==> config.mk <==
export PLATFORM = sky130hd
export DESIGN_NAME = dcache_direct_wt_flat
export DESIGN_NICKNAME = d
export VERILOG_FILES = /design/src/rtl/dcache_direct_wt_if.sv /design/src/rtl/dcache_direct_wt.sv /design/src/flat_wrapper.sv
export SDC_FILE = /design/constraint.sdc
export NUM_CORES = 2
export LEC_CHECK = 0
export ABC_AREA = 1
export CAP_MARGIN = 40
export CELL_PAD_IN_SITES_DETAIL_PLACEMENT = 2
export CELL_PAD_IN_SITES_GLOBAL_PLACEMENT = 2
export CORE_ASPECT_RATIO = 2
export CORE_MARGIN = 2
export CORE_UTILIZATION = 35
export DETAILED_ROUTE_END_ITERATION = 8
export PLACE_DENSITY = 0.62
export SLEW_MARGIN = 20
export SYNTH_ARGS = -nofsm -noshare
export SYNTH_HDL_FRONTEND = slang
export SYNTH_SLANG_ARGS = --single-unit
==> constraint.sdc <==
create_clock -name clk -period 16.96 [get_ports clk]
set_input_delay 2.544 -clock clk [delete_from_list [all_inputs] [get_ports clk]]
set_output_delay 2.544 -clock clk [all_outputs]
set_load 0.03 [all_outputs]
==> src/rtl/dcache_direct_wt_if.sv <==
// Bundles for the data-cache: dcache_if between memory stage and cache,
// dmem_if between cache and the word-wide backing memory.
interface dcache_if #(parameter int ADDR_W = 32);
    logic              req_valid;
    logic [ADDR_W-1:0] req_addr;
    logic              write_en;
    logic [31:0]       write_data;
    logic [1:0]        size;
    logic              sign;
    logic              resp_ready;
    logic              resp_valid;
    logic [31:0]       resp_data;

    // Request is offered with req_valid and held stable by the master until a clock edge
    // sees req_valid && resp_ready; completion is a one-cycle resp_valid pulse.
    modport master (
        output req_valid, req_addr, write_en, write_data, size, sign,
        input  resp_ready, resp_valid, resp_data
    );
    modport slave (
        input  req_valid, req_addr, write_en, write_data, size, sign,
        output resp_ready, resp_valid, resp_data
    );
endinterface

interface dmem_if #(parameter int ADDR_W = 32);
    logic              mem_req;
    logic              mem_we;
    logic [ADDR_W-3:0] mem_addr;
    logic [31:0]       mem_wdata;
    logic [3:0]        mem_wstrb;
    logic              mem_ack;
    logic [31:0]       mem_rdata;

    modport master (
        output mem_req, mem_we, mem_addr, mem_wdata, mem_wstrb,
        input  mem_ack, mem_rdata
    );
    modport slave (
        input  mem_req, mem_we, mem_addr, mem_wdata, mem_wstrb,
        output mem_ack, mem_rdata
    );
endinterface

==> src/rtl/dcache_direct_wt.sv <==
// Direct-mapped, one-word-per-line, write-through / no-write-allocate data cache
// with B/H/W sizing, load sign extension and store byte-lane steering.
module dcache_direct_wt #(
    parameter int LINES  = 64,
    parameter int ADDR_W = 32
) (
    input  logic       clk,
    input  logic       rst,
    dcache_if.slave    cpu,
    dmem_if.master     mem,
    output logic [1:0] fsm_state
);
    localparam int IDX_W = $clog2(LINES);
    localparam int TAG_W = ADDR_W - IDX_W - 2;

    localparam logic [1:0] MEM_SIZE_B = 2'd0;
    localparam logic [1:0] MEM_SIZE_H = 2'd1;

    localparam logic [1:0] IDLE   = 2'd0;
    localparam logic [1:0] LOOKUP = 2'd1;
    localparam logic [1:0] MEM_RD = 2'd2;
    localparam logic [1:0] MEM_WR = 2'd3;

    logic [1:0]        state;
    logic [ADDR_W-1:0] lat_addr;
    logic              lat_we;
    logic [31:0]       lat_wdata;
    logic [1:0]        lat_size;
    logic              lat_sign;

    logic [LINES-1:0]  valid_q;
    logic [TAG_W-1:0]  tag_q  [LINES];
    logic [31:0]       data_q [LINES];

    logic [IDX_W-1:0]  idx;
    logic [TAG_W-1:0]  tag;
    logic              hit;
    logic [31:0]       hit_word;
    logic [31:0]       merged_word;
    logic [31:0]       ld_src;
    logic [31:0]       ld_result;
    logic [31:0]       st_wdata;
    logic [3:0]        st_wstrb;
    logic              line_fill;
    logic              line_merge;

    assign fsm_state = state;

    assign idx      = lat_addr[IDX_W+1:2];
    assign tag      = lat_addr[ADDR_W-1:IDX_W+2];
    assign hit      = valid_q[idx] && (tag_q[idx] == tag);
    assign hit_word = data_q[idx];

    function automatic logic [31:0] load_extract(
        input logic [31:0] word,
        input logic [1:0]  off,
        input logic [1:0]  sz,
        input logic        sgn
    );
        logic [31:0] shifted;
        logic [7:0]  b;
        logic [15:0] h;
        shifted = word >> {off, 3'b000};
        b       = shifted[7:0];
        h       = off[1] ? word[31:16] : word[15:0];
        case (sz)
            MEM_SIZE_B: load_extract = {{24{sgn & b[7]}}, b};
            MEM_SIZE_H: load_extract = {{16{sgn & h[15]}}, h};
            default:    load_extract = word;
        endcase
    endfunction

    assign ld_src    = (state == MEM_RD) ? mem.mem_rdata : hit_word;
    assign ld_result = load_extract(ld_src, lat_addr[1:0], lat_size, lat_sign);

    always_comb begin
        st_wdata = lat_wdata;
        st_wstrb = 4'hF;
        case (lat_size)
            MEM_SIZE_B: begin
                st_wdata = {4{lat_wdata[7:0]}};
                st_wstrb = 4'b0001 << lat_addr[1:0];
            end
            MEM_SIZE_H: begin
                st_wdata = {2{lat_wdata[15:0]}};
                st_wstrb = lat_addr[1] ? 4'b1100 : 4'b0011;
            end
            default: ;
        endcase
    end

    // The registered strobes/data on the memory port are exactly what the store
    // puts in memory, so the line merge reuses them.
    always_comb begin
        merged_word = hit_word;
        for (int b = 0; b < 4; b++) begin
            if (mem.mem_wstrb[b]) begin
                merged_word[8*b +: 8] = mem.mem_wdata[8*b +: 8];
            end
        end
    end

    assign line_fill  = (state == MEM_RD) && mem.mem_ack;
    assign line_merge = (state == MEM_WR) && mem.mem_ack && hit;

    always_ff @(posedge clk) begin
        if (!rst) begin
            if (line_fill) begin
                tag_q[idx]  <= tag;
                data_q[idx] <= mem.mem_rdata;
            end else if (line_merge) begin
                data_q[idx] <= merged_word;
            end
        end
    end

    always_ff @(posedge clk) begin
        if (rst) begin
            state          <= IDLE;
            valid_q        <= '0;
            lat_addr       <= '0;
            lat_we         <= 1'b0;
            lat_wdata      <= '0;
            lat_size       <= '0;
            lat_sign       <= 1'b0;
            cpu.resp_ready <= 1'b1;
            cpu.resp_valid <= 1'b0;
            cpu.resp_data  <= '0;
            mem.mem_req    <= 1'b0;
            mem.mem_we     <= 1'b0;
            mem.mem_addr   <= '0;
            mem.mem_wdata  <= '0;
            mem.mem_wstrb  <= '0;
        end else begin
            cpu.resp_valid <= 1'b0;
            case (state)
                IDLE: begin
                    if (cpu.req_valid && cpu.resp_ready) begin
                        lat_addr       <= cpu.req_addr;
                        lat_we         <= cpu.write_en;
                        lat_wdata      <= cpu.write_data;
                        lat_size       <= cpu.size;
                        lat_sign       <= cpu.sign;
                        cpu.resp_ready <= 1'b0;
                        state          <= LOOKUP;
                    end
                end
                LOOKUP: begin
                    if (lat_we) begin
                        mem.mem_req   <= 1'b1;
                        mem.mem_we    <= 1'b1;
                        mem.mem_addr  <= lat_addr[ADDR_W-1:2];
                        mem.mem_wdata <= st_wdata;
                        mem.mem_wstrb <= st_wstrb;
                        state         <= MEM_WR;
                    end else if (hit) begin
                        cpu.resp_valid <= 1'b1;
                        cpu.resp_data  <= ld_result;
                        cpu.resp_ready <= 1'b1;
                        state          <= IDLE;
                    end else begin
                        mem.mem_req   <= 1'b1;
                        mem.mem_we    <= 1'b0;
                        mem.mem_addr  <= lat_addr[ADDR_W-1:2];
                        mem.mem_wstrb <= 4'hF;
                        state         <= MEM_RD;
                    end
                end
                MEM_RD: begin
                    if (mem.mem_ack) begin
                        valid_q[idx]   <= 1'b1;
                        cpu.resp_valid <= 1'b1;
                        cpu.resp_data  <= ld_result;
                        cpu.resp_ready <= 1'b1;
                        mem.mem_req    <= 1'b0;
                        mem.mem_wstrb  <= '0;
                        state          <= IDLE;
                    end
                end
                MEM_WR: begin
                    if (mem.mem_ack) begin
                        cpu.resp_valid <= 1'b1;
                        cpu.resp_data  <= '0;
                        cpu.resp_ready <= 1'b1;
                        mem.mem_req    <= 1'b0;
                        mem.mem_we     <= 1'b0;
                        mem.mem_wstrb  <= '0;
                        state          <= IDLE;
                    end
                end
                default: state <= IDLE;
            endcase
        end
    end
endmodule
==> src/flat_wrapper.sv <==
// flat-port wrapper written by rule: the top's interface ports become plain ports
module dcache_direct_wt_flat 
#(
    parameter int LINES  = 64,
    parameter int ADDR_W = 32
)
  (clk, rst, fsm_state, cpu_req_valid, cpu_req_addr, cpu_write_en, cpu_write_data, cpu_size, cpu_sign, cpu_resp_ready, cpu_resp_valid, cpu_resp_data, mem_mem_req, mem_mem_we, mem_mem_addr, mem_mem_wdata, mem_mem_wstrb, mem_mem_ack, mem_mem_rdata);
  dcache_if #(.ADDR_W(ADDR_W)) cpu_i ();
  dmem_if #(.ADDR_W(ADDR_W)) mem_i ();
  input  logic clk;
  input  logic rst;
  output logic [1:0] fsm_state;
  input wire logic [$bits(cpu_i.req_valid)-1:0] cpu_req_valid;
  input wire logic [$bits(cpu_i.req_addr)-1:0] cpu_req_addr;
  input wire logic [$bits(cpu_i.write_en)-1:0] cpu_write_en;
  input wire logic [$bits(cpu_i.write_data)-1:0] cpu_write_data;
  input wire logic [$bits(cpu_i.size)-1:0] cpu_size;
  input wire logic [$bits(cpu_i.sign)-1:0] cpu_sign;
  output wire logic [$bits(cpu_i.resp_ready)-1:0] cpu_resp_ready;
  output wire logic [$bits(cpu_i.resp_valid)-1:0] cpu_resp_valid;
  output wire logic [$bits(cpu_i.resp_data)-1:0] cpu_resp_data;
  output wire logic [$bits(mem_i.mem_req)-1:0] mem_mem_req;
  output wire logic [$bits(mem_i.mem_we)-1:0] mem_mem_we;
  output wire logic [$bits(mem_i.mem_addr)-1:0] mem_mem_addr;
  output wire logic [$bits(mem_i.mem_wdata)-1:0] mem_mem_wdata;
  output wire logic [$bits(mem_i.mem_wstrb)-1:0] mem_mem_wstrb;
  input wire logic [$bits(mem_i.mem_ack)-1:0] mem_mem_ack;
  input wire logic [$bits(mem_i.mem_rdata)-1:0] mem_mem_rdata;
  assign cpu_i.req_valid = cpu_req_valid;
  assign cpu_i.req_addr = cpu_req_addr;
  assign cpu_i.write_en = cpu_write_en;
  assign cpu_i.write_data = cpu_write_data;
  assign cpu_i.size = cpu_size;
  assign cpu_i.sign = cpu_sign;
  assign cpu_resp_ready = cpu_i.resp_ready;
  assign cpu_resp_valid = cpu_i.resp_valid;
  assign cpu_resp_data = cpu_i.resp_data;
  assign mem_mem_req = mem_i.mem_req;
  assign mem_mem_we = mem_i.mem_we;
  assign mem_mem_addr = mem_i.mem_addr;
  assign mem_mem_wdata = mem_i.mem_wdata;
  assign mem_mem_wstrb = mem_i.mem_wstrb;
  assign mem_i.mem_ack = mem_mem_ack;
  assign mem_i.mem_rdata = mem_mem_rdata;
  dcache_direct_wt #(.LINES(LINES), .ADDR_W(ADDR_W)) u_core (.clk(clk), .rst(rst), .cpu(cpu_i), .mem(mem_i), .fsm_state(fsm_state));
endmodule
==> run metrics <==
GP Congestion=0.8820; via count=109.2k; Setup TNS=0 ns; CTS Buffer Depth=4; Max Clock Skew=0.07553 ns; CP required=17.60 ns; DR WL/cell=34.44 µm; RSZ-0062 raised after global routing=false; clock latency on the worst-skew pair=0.99 ns; CP startpoint kind=register; critical-path maximum fanout=133; Reg clk slew, reported paths=0.07 ns; Seq pwr share=45.9%; Worst Slack Setup Final=8.317 ns; Combinational Power Share=17.7%; first-pass GRT wire length=918500 µm; pre-CTS WS=8.535 ns; Finished Layout Cells=19.13k; placed instance area=164300 µm²; R2R depth=21; multi-input logic area=37710 µm²; CP dominant cell by count=buf_4; grt ovf=0; Pleak=59.53 nW; final wirelength=659000 µm; Fmax achieved=0.1157 GHz; worst vdd ir=0.00009199 V; final hold violation count=0; Seq/Total Area, Yosys=73.07%; DP HPWL=418300 µm; placed insts=18.43k; worst stage delay on the critical path=0.71 ns; P_sw=7.089 mW; ranking of synthesized cells by area=edfxtp_1 70%, nand3_1 7.0%, nand2_1 6.9%, o21ai_0 3.8%, dfxtp_1 3.1%; Mapped Area=153900 µm²; initial antenna violation count=28; Mapped Cells=13.04k; die width=472.9 µm; CP Capture Point=u_core.data_q[63][29]; gr usage total=29.03%; core area=438200 µm²; largest area contributor in the netlist=edfxtp_1; WHS=0.4584 ns; CTS tree=yes; Syn Area/Cell=11.80 µm²; CTS sink count=3826; H-Tree Depth=5; DRC=0; status=completed; port bufs=207; share of cells above drive strength 1=8.732%; Area Overhead vs Synth=14.70%; TritonCTS buffer count=366; fraction of power spent switching nets=30.66%; slew margin rel.=23.60%; Post-Layout Inst Area=176500 µm²; Core Rows=344; synthesized flop and latch total=3826; Power Density=131.0 nW/µm²; endpoints failing setup=0; First DRT Iteration DRCs=7936; largest family of logic cells by synthesized area=simple AND/OR/NAND/NOR gates; vias in the first global route=119.9k; final core occ=40.29%; Hold WC Path Type=register to register; clock root buffer=clkbuf_16; Ports=208; multiplexer share of the synthesized area=0%; total power draw=23.13 mW; Worst R2R Setup Slack=8.32 ns; Die Area=445400 µm²; compound-gate portion of the synthesized area=6.458%; Synth Area in Adders=0%; P_int=16.04 mW; post-synth cell types=33; maxcap violations=0; Worst R2R End=u_core.data_q[63][29]; Final #Nets=13.21k; Initial Util=35.13%; Ys Warns=0; postcts setup bufs=0; storage element area=112500 µm²; hold path depth=2; CTS Hold Bufs=0; CP Data Arrival Time=9.29 ns; crit end category=register; period utilization=50.96%; CTS resizes=0; vias per cell=5.707; die extent in y=941.8 µm; Initial DRT Pass Iterations=5; post-route minimum period=8.643 ns; largest net degree at the start of global routing=188; Post-Synth XOR/XNOR Area=0%; worst-margin pin slew=1.146 ns; Clk pwr share=36.5%; crit path kind=register to register; crit path cell chain=inv_16 > buf_4 > buf_4 > buf_4 > nand3_1 > nand3_1 > nand3_1 > nand3_1 > nand3_1 > nand2_1 > nand2_1 > nand2_1 > nand2_1 > nor2_1 > nand2_1 > nor2_2 > nand3_4 > buf_4 > buf_4 > o21ai_4 > buf_4; Mapped Nets=13.14k; post-route ant nets=0; simple logic cell fraction of the synthesized area=17.25%; top cell type's share of synthesized area=69.92%; number of fill cells=44.51k; Slew Viols, Final=0; CP max-delay cell=nor2_2
## sequential cells by signal, indices dropped and copies added (netlist names), named ones only
| register | cells |
|---|---|
| u_core.lat_addr | 32 |
| u_core.cpu.resp_ready | 1 |
| u_core.cpu.resp_data | 32 |
| u_core.mem.mem_addr | 30 |
| u_core.data_q | 2048 |
| u_core.fsm_state | 2 |
| u_core.mem.mem_wstrb | 4 |
| u_core.mem.mem_we | 1 |
| u_core.lat_wdata | 32 |
| u_core.lat_sign | 1 |
| u_core.mem.mem_req | 1 |
| u_core.lat_size | 2 |
| u_core.valid_q | 64 |
| u_core.cpu.resp_valid | 1 |
| u_core.mem.mem_wdata | 32 |
| u_core.tag_q | 1536 |
| u_core.lat_we | 1 |
## metal layers
metal | vias to the layer above | global-route usage, % | wire length [µm] | part of all wire [%]
li1 | 46883 | - | - | -
met1 | 58462 | 30.33 | 231400 | 35
met2 | 2639 | 52.81 | 343000 | 52
met3 | 1203 | 2.945 | 22070 | 3.3
met4 | 12 | 23.11 | 62470 | 9.5
met5 | - | 0 | 92 | 0.014
## cells in the mapped netlist (all sizes together)
master and count:
a31oi 22, nand3b 14, nand3 2164, nor3 19
or2 22, o21ai 1205, inv 137, buf 589
dfxtp 242, and2 3, clkbuf 327, nand4 3
o211ai 7, nor2 1239, a21oi 108, o22ai 502
o31ai 1, edfxtp 3584, clkinv 9, nand2 2837
a21o 4
## layout by cell type, fill, tap and decap left out, drive strengths merged
| cell | instances |
|---|---|
| a21o | 4 |
| a21oi | 108 |
| a31oi | 22 |
| and2 | 3 |
| buf | 410 |
| bufinv | 38 |
| clkbuf | 471 |
| clkdlybuf4s50 | 206 |
| clkinv | 145 |
| clkinvlp | 15 |
| dfxtp | 242 |
| diode | 14 |
| edfxtp | 3584 |
| inv | 150 |
| nand2 | 2837 |
| nand3 | 2164 |
| nand3b | 14 |
| nand4 | 3 |
| nor2 | 1239 |
| nor3 | 19 |
| o211ai | 7 |
| o21ai | 1205 |
| o22ai | 502 |
| o31ai | 1 |
| or2 | 22 |
## cells by family after synthesis
family | Yosys count
AO/OA/AOI/OAI | 1849
buffers and inverters | 1062
flip-flops | 3826
AND/OR/NAND/NOR | 6301
## worst max-delay path, delay by kind of cell (launching register included)
| family | cells | cell delay, ns |
|---|---|---|
| AO/OA/AOI/OAI | 1 | 0.69 |
| buffers and inverters | 7 | 3.65 |
| flip-flops | 1 | 0.53 |
| AND/OR/NAND/NOR | 13 | 2.65 |
## final cells by class
class,instances,share of cell area [%]
repair buffers,616,3.780
clock inverters,202,1.148
well taps,5709,4.046
diodes,14,0.01985
clock buffers,471,5.564
inverters,146,0.3423
multi-input cells,8150,21.36
flip-flops and latches,3826,63.74
## power groups by stage
stage / logic, mW / clock network [mW] / registers, mW
2_1_floorplan: 1.95 / 0 / 10.8
3_3_place_gp: 3.90 / 0 / 10.8
3_5_place_dp: 4.05 / 0 / 10.8
4_1_cts: 4.07 / 8.60 / 10.6
5_1_grt: 4.29 / 8.89 / 10.6
6_report: 4.08 / 8.44 / 10.6
## how the worst min path moves through the flow
stage                     slack (ns)               start                  to
after global routing            0.49  u_core.valid_q[52]  u_core.valid_q[52]
final                           0.46  u_core.valid_q[52]  u_core.valid_q[52]
after global placement          0.43  u_core.valid_q[52]  u_core.valid_q[52]
after CTS                       0.46  u_core.valid_q[52]  u_core.valid_q[52]
after floorplan                 0.42  u_core.valid_q[54]  u_core.valid_q[54]
after detailed placement        0.44  u_core.valid_q[52]  u_core.valid_q[52]
No activity file was read; power rests on OpenSTA's default activity.
